### src/rtl/imem_loader_pkg.sv
// Shared types and constants for the instruction-memory loader.
// IMEM_LOADER_CSUM_EN adds the CSUM state; encodings stay fixed either way.
package imem_loader_pkg;

    localparam int unsigned DEFAULT_DEPTH  = 64;
    localparam int unsigned BYTES_PER_WORD = 4;

    typedef enum logic [2:0] {
        IDLE = 3'd0,
        HDR  = 3'd1,
        DATA = 3'd2,
`ifdef IMEM_LOADER_CSUM_EN
        CSUM = 3'd3,
`endif
        DONE = 3'd4,
        ERR  = 3'd5
    } state_t;

endpackage

### src/rtl/imem_word_asm.sv
// Little-endian byte-to-word assembler: the first byte of a word ends up in word[7:0].
// word_ready pulses for one cycle after the byte that completes a word.
module imem_word_asm
    import imem_loader_pkg::*;
(
    input  logic        clk,
    input  logic        reset,
    input  logic        clear,
    input  logic        byte_valid,
    input  logic [7:0]  byte_data,
    output logic        word_ready,
    output logic [31:0] word,
    output logic        last_byte
);

    logic [1:0]  cnt_q, cnt_d;
    logic [31:0] shift_q, shift_d;
    logic        ready_q, ready_d;

    always_comb begin
        cnt_d     = cnt_q;
        shift_d   = shift_q;
        ready_d   = 1'b0;
        last_byte = (cnt_q == 2'(BYTES_PER_WORD - 1));
        if (clear) begin
            cnt_d   = 2'd0;
            shift_d = 32'd0;
        end else if (byte_valid) begin
            // Shift right so earlier bytes drift toward the low lanes.
            shift_d = {byte_data, shift_q[31:8]};
            cnt_d   = cnt_q + 2'd1;
            ready_d = last_byte;
        end
    end

    always_ff @(posedge clk or posedge reset) begin
        if (reset) begin
            cnt_q   <= 2'd0;
            shift_q <= 32'd0;
            ready_q <= 1'b0;
        end else begin
            cnt_q   <= cnt_d;
            shift_q <= shift_d;
            ready_q <= ready_d;
        end
    end

    assign word_ready = ready_q;
    assign word       = shift_q;

endmodule

### src/rtl/imem_loader.sv
// Streams a header/data(/checksum) byte sequence into instruction memory while holding
// the CPU in reset. Define IMEM_LOADER_CSUM_EN to require a trailing XOR checksum byte.
// Handshake: a byte transfers on a rising edge where rx_valid and rx_ready are both high;
// rx_ready depends only on the current state, never on rx_valid.
module imem_loader
    import imem_loader_pkg::*;
#(
    parameter int unsigned DEPTH = DEFAULT_DEPTH,
    parameter int unsigned AW    = 32
) (
    input  logic          clk,
    input  logic          reset,
    input  logic          start,
    input  logic          rx_valid,
    input  logic [7:0]    rx_data,
    output logic          rx_ready,
    output logic          we,
    output logic [AW-1:0] wa,
    output logic [31:0]   wd,
    output logic          busy,
    output logic          done,
    output logic          err,
    output logic          cpu_reset,
    output logic [2:0]    dbg_state
);

    localparam int unsigned IW = (DEPTH > 1) ? $clog2(DEPTH) : 1;

    state_t        state_q, state_d;
    logic [7:0]    n_q, n_d;
    logic [IW-1:0] idx_q, idx_d;
    logic          done_q, done_d;
    logic          err_q, err_d;
    logic          cpu_reset_q, cpu_reset_d;
`ifdef IMEM_LOADER_CSUM_EN
    logic [7:0]    csum_q, csum_d;
`endif

    logic          accept;
    logic          data_take;
    logic          asm_clear;
    logic          word_ready;
    logic          last_byte;
    logic          last_word;
    logic          hdr_bad;
    logic [31:0]   asm_word;

    always_comb begin
        rx_ready = (state_q == HDR) || (state_q == DATA)
`ifdef IMEM_LOADER_CSUM_EN
                   || (state_q == CSUM)
`endif
                   ;
    end

    assign accept    = rx_valid && rx_ready;
    assign data_take = accept && (state_q == DATA);
    assign last_word = (32'(idx_q) == (32'(n_q) - 32'd1));
    assign hdr_bad   = (rx_data == 8'd0) || (32'(rx_data) > DEPTH);

    always_comb begin
        state_d   = state_q;
        n_d       = n_q;
        idx_d     = idx_q;
        asm_clear = 1'b0;
`ifdef IMEM_LOADER_CSUM_EN
        csum_d    = csum_q;
`endif
        // The final word's pulse lands after DATA is left, so the index stops at N-1.
        if (word_ready && (state_q == DATA)) begin
            idx_d = idx_q + IW'(1);
        end

        case (state_q)
            IDLE, DONE, ERR: begin
                if (start) begin
                    state_d   = HDR;
                    idx_d     = '0;
                    asm_clear = 1'b1;
`ifdef IMEM_LOADER_CSUM_EN
                    csum_d    = 8'd0;
`endif
                end
            end
            HDR: begin
                if (accept) begin
                    n_d     = rx_data;
                    state_d = hdr_bad ? ERR : DATA;
                end
            end
            DATA: begin
                if (accept) begin
`ifdef IMEM_LOADER_CSUM_EN
                    csum_d = csum_q ^ rx_data;
                    if (last_byte && last_word) begin
                        state_d = CSUM;
                    end
`else
                    if (last_byte && last_word) begin
                        state_d = DONE;
                    end
`endif
                end
            end
`ifdef IMEM_LOADER_CSUM_EN
            CSUM: begin
                if (accept) begin
                    state_d = (rx_data == csum_q) ? DONE : ERR;
                end
            end
`endif
            default: begin
                state_d = IDLE;
            end
        endcase

        done_d      = (state_d == DONE);
        err_d       = (state_d == ERR);
        cpu_reset_d = (state_d != DONE);
    end

    always_ff @(posedge clk or posedge reset) begin
        if (reset) begin
            state_q     <= IDLE;
            n_q         <= 8'd0;
            idx_q       <= '0;
            done_q      <= 1'b0;
            err_q       <= 1'b0;
            cpu_reset_q <= 1'b1;
`ifdef IMEM_LOADER_CSUM_EN
            csum_q      <= 8'd0;
`endif
        end else begin
            state_q     <= state_d;
            n_q         <= n_d;
            idx_q       <= idx_d;
            done_q      <= done_d;
            err_q       <= err_d;
            cpu_reset_q <= cpu_reset_d;
`ifdef IMEM_LOADER_CSUM_EN
            csum_q      <= csum_d;
`endif
        end
    end

    imem_word_asm u_word_asm (
        .clk        (clk),
        .reset      (reset),
        .clear      (asm_clear),
        .byte_valid (data_take),
        .byte_data  (rx_data),
        .word_ready (word_ready),
        .word       (asm_word),
        .last_byte  (last_byte)
    );

    assign we        = word_ready;
    assign wa        = AW'({idx_q, 2'b00});
    assign wd        = asm_word;
    assign busy      = rx_ready;
    assign done      = done_q;
    assign err       = err_q;
    assign cpu_reset = cpu_reset_q;
    assign dbg_state = state_q;

endmodule

### config.mk
export PLATFORM = sky130hd
export DESIGN_NAME = imem_loader
export DESIGN_NICKNAME = d
export VERILOG_FILES = /design/src/rtl/imem_loader_pkg.sv /design/src/rtl/imem_word_asm.sv /design/src/rtl/imem_loader.sv
export SDC_FILE = /design/constraint.sdc
export NUM_CORES = 1
export LEC_CHECK = 0
export BUFFER_PORTS_ARGS = -buffer_cell sky130_fd_sc_hd__clkbuf_2
export CAP_MARGIN = 20
export CORE_ASPECT_RATIO = 1.25
export CORE_MARGIN = 2
export CORE_UTILIZATION = 50
export DETAILED_ROUTE_END_ITERATION = 8
export PLACE_DENSITY = 0.79
export SYNTH_ARGS = -nofsm -noshare
export SYNTH_HDL_FRONTEND = slang
export SYNTH_SLANG_ARGS = --single-unit
### constraint.sdc
create_clock -name clk -period 2.8 [get_ports clk]
set_clock_uncertainty 0.2 [all_clocks]
set_input_delay 0 -clock clk [delete_from_list [all_inputs] [get_ports clk]]
set_output_delay 0 -clock clk [all_outputs]
set_load 0.02 [all_outputs]
== After elaboration in Yosys (flattened, before gate mapping) ==
Cells that the tools add are included.

* Flip-flop bits (word level): 55
* Input bits: 12
* Output and inout port bits: 73
* Word-level logic and storage cells: 50

* Add/sub/neg operators: 3
* Order comparisons: 1
* Eq/ne operators: 9
* Mux-type cells: 17
* Reduce and logical (&&, ||, !) cells: 11

{| class="wikitable"
|+ Operators with widths
! kind !! count
|-
| two-way mux 32 bit || 2
|-
| equality test 6 x 32 -> 1 bit || 1
|-
| two-way mux 6 bit || 3
|-
| two-way mux 3 bit || 5
|-
| equality test 3 bit, second input constant || 4
|-
| one-hot mux 3 bit (3 select lines) || 1
|-
| subtractor 8 x 1 -> 9 bit, second input constant || 1
|-
| greater-than comparator 8 x 7 -> 1 bit, second input constant || 1
|-
| zero test 8 bit || 1
|-
| adder 6 x 1 -> 6 bit, second input constant || 1
|-
| logical AND 1 bit || 4
|-
| two-way mux 1 bit || 4
|-
| two-way mux 2 bit || 2
|-
| equality test 3 x 1 -> 1 bit, second input constant || 1
|-
| equality test 3 x 2 -> 1 bit, second input constant || 1
|-
| zero test 3 bit || 1
|-
| != test 3 bit, second input constant || 1
|-
| OR reduction 3 bit || 1
|-
| adder 2 x 1 -> 2 bit, second input constant || 1
|-
| equality test 2 bit, second input constant || 1
|-
| logical OR 1 bit || 2
|-
| AND reduction 2 bit || 1
|-
| nonzero test 2 bit || 1
|}

== Depth between registers and ports, before layout ==
Gate-level depths: netlist of the first run.

* Depth after elaboration: 7
* Depth in mapped cells: 7
* Mapped depth without buffers: 7

== Cells and area by module ==
A second synthesis of the first run with hierarchy kept.

* Cells, all modules: 247
* Area total of the unflattened synthesis: 2811.4 µm²

{| class="wikitable"
|+ Modules (own cells, without submodules)
! module !! times used !! cells each !! area each (µm²) !! sequential area each (µm²)
|-
| imem_word_asm || 1 || 115 || 1460.2 || 875.8
|-
| imem_loader || 1 || 132 || 1351.3 || 501.7
|}

== Worst setup path after synthesis of the first run ==
OpenSTA, ideal clock, no wires.

* Kind: register to register
* Start: register n_q[0]
* End: register cpu_reset_q (netlist: cpu_reset)
* Arrival time: 2.255 ns
* Data required time: 2.523 ns
* Slack: 0.268 ns
* Cell stages (with the launch flop): 6
* Path buffers: 0
* Period minus slack after synthesis: 2.532 ns
* Path through: dfrtp_1 or4_4 or4b_1 a211o_1 a2111o_1 a21o_1

* Cells in the longest elaborated chain, start to end: 7

{| class="wikitable"
|+ RTL lines
! item !! RTL line !! text
|-
| from (decl) || imem_loader.sv:30 || <nowiki>logic [7:0] n_q, n_d;</nowiki>
|-
| from (signal assigned) || imem_loader.sv:135 || <nowiki>n_q <= n_d;</nowiki>
|-
| subtractor 8 x 1 -> 9 bit || imem_loader.sv:58 || <nowiki>assign last_word = (32'(idx_q) == (32'(n_q) - 32'd1));</nowiki>
|-
| equality test 6 x 32 -> 1 bit || imem_loader.sv:58 ||
|-
| logical AND 1 bit || imem_loader.sv:99 || <nowiki>if (last_byte && last_word) begin</nowiki>
|-
| two-way mux 3 bit || imem_loader.sv:99 ||
|-
| two-way mux 3 bit || imem_loader.sv:92 || <nowiki>if (accept) begin</nowiki>
|-
| one-hot mux 3 bit (3 select lines) || imem_loader.sv:74 || <nowiki>case (state_q)</nowiki>
|-
| != test 3 bit || imem_loader.sv:119 || <nowiki>cpu_reset_d = (state_d != DONE);</nowiki>
|-
| net cpu_reset_d || imem_loader.sv:34 || <nowiki>logic cpu_reset_q, cpu_reset_d;</nowiki>
|-
| to (signal assigned) || imem_loader.sv:139 || <nowiki>cpu_reset_q <= cpu_reset_d;</nowiki>
|-
| to (decl) || imem_loader.sv:34 ||
|}

The timed path passes the listed nets, and every way through them passes these cells.
A chain may end at the register's enable or synchronous reset.

== Worst setup path in the final report of the first run ==
* Start: register n_q[0]
* End: register done_q (netlist: done)

* Cells in the longest elaborated chain, start to end: 7

{| class="wikitable"
|+ RTL lines
! item !! RTL line !! text
|-
| subtractor 8 x 1 -> 9 bit || imem_loader.sv:58 ||
|-
| equality test 6 x 32 -> 1 bit || imem_loader.sv:58 ||
|-
| logical AND 1 bit || imem_loader.sv:99 ||
|-
| two-way mux 3 bit || imem_loader.sv:99 ||
|-
| two-way mux 3 bit || imem_loader.sv:92 ||
|-
| one-hot mux 3 bit (3 select lines) || imem_loader.sv:74 ||
|-
| equality test 3 bit || imem_loader.sv:117 || <nowiki>done_d = (state_d == DONE);</nowiki>
|-
| net done_d || imem_loader.sv:32 || <nowiki>logic done_q, done_d;</nowiki>
|-
| to (signal assigned) || imem_loader.sv:137 || <nowiki>done_q <= done_d;</nowiki>
|-
| to (decl) || imem_loader.sv:32 ||
|}

The timed path passes the listed nets, and every way through them passes these cells.

==> reports/metrics.csv, run 1 <==
stage;metric;value;unit
setup_path;Critical Path AT;2.71;ns
synthesis;Adder-Cell Fraction of Synth Area;0.0149;
routing;via/cell ratio;5.39;
die;total die area;5640;sq um
clock_network;Skew-Pair Late Insertion Delay;0.31;ns
routing;Post-Route WL;5240;microns
clock_network;H-tree Lvls;2;
final_layout;Area Growth Syn to Fin;19.2;%
synthesis;post-synthesis mux area share;0.0307;
die;Initial Util;0.527;
outcome;outcome;finished clean;
synthesis;synth warn;0;
pwr;Lkg Pwr;1.54;nW
final_layout;n_diodes;0;
global_route;gr usage total;0.198;
synthesis;Synth top area share;0.535;
die;Die H;83.5;microns
global_route;antenna violations before repair;0;
global_route;vias in the first global route;1762;
synthesis;post-synth cell types;43;
timing;Final TNS setup;0;ns
synthesis;area fraction in compound gates after synthesis;0.156;
timing;relative slew slack;0.572;
pwr;Peak VDD IR;445;uV
setup_path;Startpoint Class;flip-flop;
clock_network;post-CTS setup buffers;0;
synthesis;Synth area leader;dfrtp_1;
timing;period utilization;0.957;
synthesis;Mapped Avg Cell Area;11.8;sq um
clock_network;TritonCTS clock tree;yes;
timing;final setup vio count;0;
routing;Vias;1869;
timing;worst slew pin tran;0.640;ns
timing;setup ws final;0.122;ns
routing;routed length per instance;15.1;microns
placement;worst slack at placement;0.167;ns
setup_path;WS Path Type;flip-flop to flip-flop;
die;Horiz. Die Dim;67.6;microns
placement;gpl congestion;0.867;
placement;Placed Cells;328;
routing;initial drt markers;109;
timing;RSZ-0062 raised after global routing;false;
setup_path;Slowest-stage cell, CP;or4_4;
synthesis;Primary FF master, synth;dfrtp_1;
die;core footprint;4800;sq um
synthesis;Post-Synth Simple-Gate Area;0.102;
synthesis;cell area after synthesis;2530;sq um
min_path;Tightest Hold Check Type;input pin to async pin;
timing;final number of hold-violating endpoints;0;
die;num ports;85;
synthesis;largest family of logic cells by synthesized area;compound AO/OA/AOI/OAI gates;
synthesis;EDFF count, synth;0;
timing;post-layout min period;2.68;ns
setup_path;Buf/Inv on CP;0;
setup_path;Crit path max-delay family;simple AND/OR/NAND/NOR gates;
synthesis;most common cell in the netlist;dfrtp_1;
setup_path;CP cell instances;or4_4 -> or4b_1 -> a211o_1 -> a2111o_1 -> a21oi_1;
synthesis;asr flop ratio synth;1.00;
global_route;GRT overflow;0;
synthesis;Mapped Cells;214;
setup_path;Required @ worst endpoint;2.83;ns
pwr;power per cell area;718;nW/um^2
placement;IO buf count;58;
run;max_cap viols;0;
setup_path;worst-path maximum fanout;5;
routing;DRC violations left;0;
synthesis;top cells by area, synth;dfrtp_1 53%, a22o_1 11%, buf_4 8.0%;
final_layout;cell area after layout;3010;sq um
clock_network;clk buf depth;2;
global_route;first-pass GRT wire length;8620;microns
die;Rows;28;
timing;max-slew violation count;0;
routing;Final ANT Viol Nets;0;
routing;DRT Pass-1 Iters;4;
synthesis;Yosys reg bits;55;
clock_network;# clock sinks;55;
placement;Post-DP Area;2800;sq um
final_layout;nets;301;
synthesis;sequential element share of the synthesized area;0.545;
global_route;pin count of the biggest net entering global routing;35;
final_layout;share of layout cells above drive strength 1;0.272;
synthesis;synth cell count leaders;54 x dfrtp_1, 33 x a22o_1, 27 x buf_4, 10 x nor2_1;
clock_network;CTS Buf Count;5;
synthesis;Synth Area in XOR/XNOR;0.0485;
timing;Fmax;373;MHz
setup_path;CP max stage delay;0.55;ns
clock_network;Clock transition at path regs;0.10;ns
placement;hpwl dp;3670;microns
final_layout;final non-filler cell total;347;
clock_network;clock root buffer;clkbuf_8;
setup_path;critical path endpoint category;flip-flop;
## routing by layer
layer / up-vias / global-route usage / routed length, microns
met2: 65 / 0.305 / 2550
met3: 14 / 0.0405 / 223
li1: 860 / - / -
met4: 0 / 0.0686 / 138
met1: 930 / 0.273 / 2320
met5: - / 0 / 0
## area by class of cell
| class | instances | area, sq um |
|---|---|---|
| clock inverters | 3 | 27.5 |
| repair buffers | 75 | 445 |
| multi-input cells | 143 | 995 |
| clock buffers | 5 | 68.8 |
| inverters | 6 | 22.5 |
| fillers | 412 | 1790 |
| flip-flops and latches | 55 | 1380 |
| well taps | 60 | 75.1 |
## worst min-delay path: cells and delay by family
kind | cells | cell delay, ns
buffers and inverters | 3 | 1.11
## power by group
group          internal [mW]  switching, mW  total [mW]
sequential             0.902          0.122        1.02
clock                  0.184          0.276       0.460
combinational          0.267          0.412       0.679
total                   1.35          0.809        2.16
## final timing paths
kind                                           from  depth (start not counted)             endpoint  slack, ns
worst max-delay path                         n_q[0]                          5                 done       0.12
worst min-delay path                          reset                          3                  err       0.11
worst max register to register               n_q[0]                          5                 done       0.12
worst min register to register  u_word_asm.cnt_q[0]                          1  u_word_asm.cnt_q[0]       0.29
max in group asynchronous                     reset                          4               n_q[7]       1.52
min in group clk                         rx_data[3]                          3  u_word_asm.word[27]       0.28
## through the flow
| step | utilization | total power [mW] | hold WS [ns] |
|---|---|---|---|
| 4_1_cts | 0.627 | 2.17 | 0.115 |
| 6_report | 0.627 | 2.16 | 0.113 |
| 3_5_place_dp | 0.584 | 1.70 | -0.0897 |
| 3_3_place_gp | 0.584 | 1.68 | -0.102 |
| 2_1_floorplan | - | 1.54 | -0.0775 |
| 5_1_grt | 0.627 | 2.29 | 0.147 |
## cells by family (layout without fill, tap and decap cells)
kind of cell    after synthesis  in the layout
xor+xnor                     14             14
simple gates                 45             45
mux                           7              7
buf+inv                      41             89
other cells                   1             26
flops                        55             55
compound gates               48             48
fa+ha+maj                     3              3
## state kept, by name, summed over array words and instances (netlist names), 2 cells and up
register,count
u_word_asm.word,32
dbg_state,3
idx_q,6
u_word_asm.cnt_q,2
n_q,8
## timing repair
| item | 4_1_cts | 5_1_grt |
|---|---|---|
| hold buffers | 11 | 0 |
| endpoints found under the hold margin | 53 | 0 |
| endpoints found under the setup margin | 0 | 1 |
| resized for setup | 0 | 1 |
## placed cells by master, fill, tap and decap left out, types with 2 or more instances in the layout
cell,count
a21oi_1,2
a22o_1,33
buf_4,6
clkbuf_2,58
clkbuf_8,5
conb_1,26
dfrtp_1,54
dlygate4sd3_1,11
ha_1,3
inv_1,5
mux2_1,6
nand2_1,6
nand2b_1,4
nand3_1,2
nor2_1,8
nor2_2,2
nor2b_1,2
nor3_1,6
nor4_1,3
o21ai_1,3
or4_1,2
xnor2_1,7
xor2_1,7
Power figures use the tool's default switching activity.
==> inputs of run 2 (changes only) <==
--- a/config.mk
+++ b/config.mk
@@ -11,7 +11,7 @@
 export CORE_MARGIN = 2
 export CORE_UTILIZATION = 50
 export DETAILED_ROUTE_END_ITERATION = 8
-export PLACE_DENSITY = 0.79
+export PLACE_DENSITY = 0.78
 export SYNTH_ARGS = -nofsm -noshare
 export SYNTH_HDL_FRONTEND = slang
 export SYNTH_SLANG_ARGS = --single-unit
==> reports/metrics.csv, run 2 (synthesis results as in run 1) <==
stage;metric;value;unit
outcome;outcome;finished clean;
routing;top sig layer;met4;
final_layout;most common cell after layout, fill and taps aside;clkbuf_2;
timing;max-slew violation count;0;
timing;RSZ-0062 raised after global routing;false;
clock_network;CTS Buf Count;5;
clock_network;clock root buffer;clkbuf_8;
pwr;Lkg Pwr;1.55;nW
timing;final hold slack;0.00183;ns
setup_path;CP max stage delay;0.55;ns
routing;routed length per instance;15.0;microns
routing;Final ANT Viol Nets;0;
placement;IO buf count;58;
setup_path;CP cell instances;or4_4 -> or4b_1 -> a211o_1 -> a2111o_1 -> a21o_1;
global_route;antenna violations before repair;0;
timing;Final TNS setup;0;ns
setup_path;critical path endpoint category;flip-flop;
clock_network;Post-CTS Hold Buffers;11;
clock_network;Clock transition at path regs;0.10;ns
final_layout;Area Growth Syn to Fin;19.8;%
die;Initial Util;0.527;
setup_path;Crit path max-delay family;simple AND/OR/NAND/NOR gates;
routing;Post-Route WL;5220;microns
min_path;Tightest Hold Check Type;input pin to async pin;
pwr;Peak VDD IR;389;uV
timing;period utilization;0.936;
placement;gpl congestion;0.815;
routing;met2 wire len;2590;microns
timing;post-layout min period;2.62;ns
timing;final setup vio count;0;
setup_path;Critical Path AT;2.67;ns
die;num ports;85;
final_layout;most frequent cells in the layout;58 x clkbuf_2, 54 x dfrtp_1, 33 x a22o_1;
clock_network;Skew-Pair Late Insertion Delay;0.30;ns
setup_path;Required @ worst endpoint;2.85;ns
setup_path;Buf/Inv on CP;0;
setup_path;worst-path maximum fanout;5;
die;Rows;28;
global_route;GRT overflow;0;
final_layout;max reg flops;32;
timing;Fmax;382;MHz
global_route;vias in the first global route;1686;
timing;setup ws final;0.179;ns
setup_path;Startpoint Class;flip-flop;
global_route;first-pass GRT wire length;8290;microns
clock_network;H-tree Lvls;2;
setup_path;WS Path Type;flip-flop to flip-flop;
placement;hpwl dp;3730;microns
final_layout;share of layout cells above drive strength 1;0.272;
global_route;gr usage total;0.194;
routing;initial drt markers;123;
final_layout;n_diodes;0;
clock_network;clk buf depth;2;
clock_network;# clock sinks;55;
routing;met3 wire len;230;microns
routing;DRC violations left;0;
die;core footprint;4800;sq um
clock_network;post-CTS setup buffers;0;
routing;via/cell ratio;5.28;
pwr;total power;2.22;mW
routing;met1 WL;2290;microns
final_layout;Filler cells;402;
die;Die H;83.5;microns
pwr;power per cell area;734;nW/um^2
run;max_cap viols;0;
clock_network;CTS resizes;0;
die;total die area;5640;sq um
routing;Vias;1833;
global_route;pin count of the biggest net entering global routing;39;
placement;worst slack at placement;0.191;ns
setup_path;Slowest-stage cell, CP;or4_4;
timing;final number of hold-violating endpoints;0;
clock_network;TritonCTS clock tree;yes;
routing;DRT Pass-1 Iters;4;
die;Horiz. Die Dim;67.6;microns
final_layout;nets;301;
[run 2: cell types whose count changed in the layout (fill, tap and decap cells not counted), sizes merged]
cell      delta
bufinv       +1
clkinv       +1
clkinvlp     -1
inv          -1
[run 2: worst register-to-register path, delay by kind of cell (launching register included)]
| kind | cells | cell delay, ns |
|---|---|---|
| flops | 1 | 0.43 |
| compound gates | 3 | 0.88 |
| simple gates | 2 | 1.06 |
[run 2: report_power, final]
part	switching, mW	total, mW	internal, mW
Sequential	0.123	1.02	0.902
Clock	0.258	0.524	0.267
Combinational	0.405	0.672	0.267
Total	0.785	2.22	1.44
[run 2: routing by layer]
metal | GRT usage | up-vias
li1 | - | 863
met1 | 0.268 | 903
met2 | 0.295 | 57
met3 | 0.0405 | 10
met4 | 0.0761 | 0
met5 | 0 | -
[run 2: worst paths after layout]
| kind | slack, ns | end | startpoint | depth (start not counted) |
|---|---|---|---|---|
| hold reg to reg | 0.28 | u_word_asm.cnt_q[0] | u_word_asm.cnt_q[0] | 1 |
| hold / removal | 0.002 | err | reset | 3 |
| min in group clk | 0.28 | n_q[5] | rx_data[5] | 3 |
| setup / recovery | 0.18 | cpu_reset | n_q[0] | 5 |
| max in group asynchronous | 1.60 | u_word_asm.word[18] | reset | 4 |
| setup reg to reg | 0.18 | cpu_reset | n_q[0] | 5 |
[run 2: area by class of cell]
type / instances / area [sq um] / share of cell area
flip-flops and latches: 55 / 1380 / 0.455
multi-input cells: 143 / 993 / 0.328
repair buffers: 75 / 445 / 0.147
well taps: 60 / 75.1 / 0.0248
clock buffers: 5 / 68.8 / 0.0227
clock inverters: 3 / 43.8 / 0.0145
inverters: 6 / 22.5 / 0.00744
[run 2: metrics by stage]
stage	std cells	instance area (sq um)	util
detailed placement	328	2800	0.584
global placement	328	2800	0.584
floorplan	239	2620	-
CTS	347	3030	0.631
finish	347	3030	0.631
global route	347	3030	0.631
==> inputs of run 3 (changes only) <==
--- a/config.mk
+++ b/config.mk
@@ -9,9 +9,11 @@
 export CAP_MARGIN = 20
 export CORE_ASPECT_RATIO = 1.25
 export CORE_MARGIN = 2
-export CORE_UTILIZATION = 50
+export CORE_UTILIZATION = 51
 export DETAILED_ROUTE_END_ITERATION = 8
 export PLACE_DENSITY = 0.78
+export SKIP_LAST_GASP = 1
 export SYNTH_ARGS = -nofsm -noshare
 export SYNTH_HDL_FRONTEND = slang
+export SYNTH_HIERARCHICAL = 1
 export SYNTH_SLANG_ARGS = --single-unit
==> reports/metrics.csv, run 3 <==
stage;metric;value;unit
outcome;outcome;finished clean;
final_layout;final non-filler cell total;382;
clock_network;clock root buffer;clkbuf_8;
synthesis;post-synth cell types;47;
pwr;Combinational Power Share;0.312;
timing;relative slew slack;0.505;
synthesis;Primary FF master, synth;dfrtp_1;
pwr;Sw Pwr;0.797;mW
clock_network;CTS resizes;0;
synthesis;Synth area leader;dfrtp_1;
placement;Placed Cells;363;
die;total die area;6130;sq um
synthesis;most common cell in the netlist;dfrtp_1;
timing;final hold slack;0.00963;ns
synthesis;synth warn;6;
routing;DRT Pass-1 Iters;4;
setup_path;worst r2r src;n_q[0];
pwr;clock share of power;0.239;
die;core footprint;5370;sq um
clock_network;clk buf depth;2;
timing;Final TNS setup;0;ns
timing;post-layout min period;2.35;ns
setup_path;Reg2Reg Depth;7;
die;Rows;30;
synthesis;Mapped Cells;247;
setup_path;flop2flop setup slack;0.45;ns
pwr;Sw Ratio;0.350;
timing;final setup vio count;0;
routing;routed length per instance;14.8;microns
synthesis;EDFF count, synth;0;
routing;via/cell ratio;5.05;
timing;max-slew violation count;0;
clock_network;H-tree Lvls;2;
placement;worst slack at placement;0.503;ns
clock_network;Skew-Pair Late Insertion Delay;0.31;ns
routing;DRC violations left;0;
clock_network;TritonCTS clock tree;yes;
setup_path;Startpoint Class;flip-flop;
final_layout;max reg flops;32;
pwr;Lkg Pwr;1.61;nW
synthesis;sequential element share of the synthesized area;0.490;
synthesis;Mapped Avg Cell Area;11.4;sq um
routing;Final ANT Viol Nets;0;
die;num ports;85;
min_path;Tightest Hold Check Type;input pin to async pin;
setup_path;Required @ worst endpoint;2.85;ns
pwr;Peak VDD IR;370;uV
clock_network;CTS Buf Count;5;
synthesis;Synth top area share;0.481;
timing;setup ws final;0.451;ns
global_route;pin count of the biggest net entering global routing;42;
clock_network;post-CTS setup buffers;0;
final_layout;n_diodes;0;
die;Initial Util;0.524;
global_route;antenna violations before repair;0;
final_layout;Filler cells;456;
final_layout;most common cell after layout, fill and taps aside;clkbuf_2;
timing;period utilization;0.839;
synthesis;Yosys reg bits;55;
timing;Fmax;426;MHz
global_route;GRT overflow;0;
synthesis;asr flop ratio synth;1.00;
synthesis;synth cell count leaders;54 x dfrtp_1, 44 x nor2_1, 34 x mux2i_1, 27 x buf_4, 9 x nand2_1;
timing;worst slew pin tran;0.741;ns
setup_path;Crit Reg-Reg Endpoint;cpu_reset;
placement;IO buf count;58;
synthesis;top cells by area, synth;dfrtp_1 48%, mux2i_1 12%, buf_4 7.2%;
global_route;first-pass GRT wire length;8960;microns
die;Die H;87.0;microns
timing;RSZ-0062 raised after global routing;false;
final_layout;nets;332;
run;max_cap viols;0;
die;Horiz. Die Dim;70.4;microns
pwr;internal power;1.48;mW
synthesis;cell area after synthesis;2810;sq um
clock_network;Post-CTS Hold Buffers;10;
setup_path;Critical Path AT;2.40;ns
clock_network;# clock sinks;55;
placement;gpl congestion;0.749;
placement;hpwl dp;3860;microns
setup_path;WS Path Type;flip-flop to flip-flop;
setup_path;worst-path maximum fanout;4;
routing;Vias;1931;
setup_path;critical path endpoint category;flip-flop;
clock_network;Clock transition at path regs;0.10;ns
final_layout;most frequent cells in the layout;58 x clkbuf_2, 54 x dfrtp_1, 44 x nor2_1;
global_route;gr usage total;0.187;
final_layout;share of layout cells above drive strength 1;0.283;
routing;initial drt markers;49;
routing;Post-Route WL;5670;microns
global_route;vias in the first global route;1831;
final_layout;Area Growth Syn to Fin;16.4;%
pwr;Seq pwr share;0.449;
timing;final number of hold-violating endpoints;0;
pwr;power per cell area;697;nW/um^2
[run 3: cell types whose count changed in the layout (fill, tap and decap cells not counted), moves of 6 or more]
| cell | change |
|---|---|
| nor3_1 | -6 |
| mux2_1 | -6 |
| mux2_2 | +6 |
| mux2i_1 | +33 |
| a22o_1 | -33 |
| nor2_1 | +36 |
[run 3: metrics by stage]
stage	area, sq um	power, mW	utilization
after floorplan	2910	1.59	-
after global routing	3270	2.40	0.610
after global placement	3030	1.71	0.564
final	3270	2.28	0.610
after detailed placement	3030	1.73	0.564
after CTS	3240	2.29	0.604
[run 3: worst max path at each step]
stage	startpoint	to	slack [ns]	cells after the start
floorplan	n_q[0]	cpu_reset	0.68	7
global placement	n_q[0]	cpu_reset	0.57	7
detailed placement	n_q[0]	cpu_reset	0.50	7
CTS	n_q[0]	cpu_reset	0.46	7
global route	n_q[0]	done	0.24	7
finish	n_q[0]	cpu_reset	0.45	7
[run 3: worst max-delay path, cell delays in order, from the launching register on]
cell and delay, ns:
dfrtp_1 0.42, inv_1 0.09, ha_1 0.17, nor3b_1 0.38
and3_1 0.22, o2111ai_1 0.15, a2111o_1 0.47, a21o_1 0.20
[run 3: cells by family after synthesis]
| group | Yosys count | share of synthesized area |
|---|---|---|
| AOI/OAI and AO/OA | 16 | 0.0427 |
| xor gates and xnor gates | 13 | 0.0458 |
| adders and majority gates | 3 | 0.0134 |
| buffers and inverters | 40 | 0.111 |
| DFF | 55 | 0.490 |
| muxes | 40 | 0.145 |
| other | 1 | 0.00133 |
| and+or+nand+nor | 79 | 0.150 |
[run 3: final cells by class]
class | instances | area [sq um] | area share
Sequential cell | 55 | 1380 | 0.421
Inverter | 4 | 15.0 | 0.00459
Clock buffer | 6 | 82.6 | 0.0252
Clock inverter | 2 | 35.0 | 0.0107
Multi-Input combinational cell | 177 | 1230 | 0.375
Tap cell | 64 | 80.1 | 0.0245
Timing Repair Buffer | 74 | 455 | 0.139
[run 3: per-layer routing]
metal  vias to the layer above  routed length (microns)  global-route usage
met4                         0                       79              0.0699
met1                       958                     2350               0.229
met3                         6                      238              0.0428
li1                        921                        -                   -
met2                        46                     3000               0.322
met5                         -                        0                   0
[run 3: power groups by stage]
stage	Clock [mW]	Combinational, mW	Sequential, mW
CTS	0.557	0.712	1.02
detailed placement	0	0.697	1.04
global route	0.590	0.777	1.04
finish	0.544	0.712	1.02
global placement	0	0.680	1.03
floorplan	0	0.535	1.05
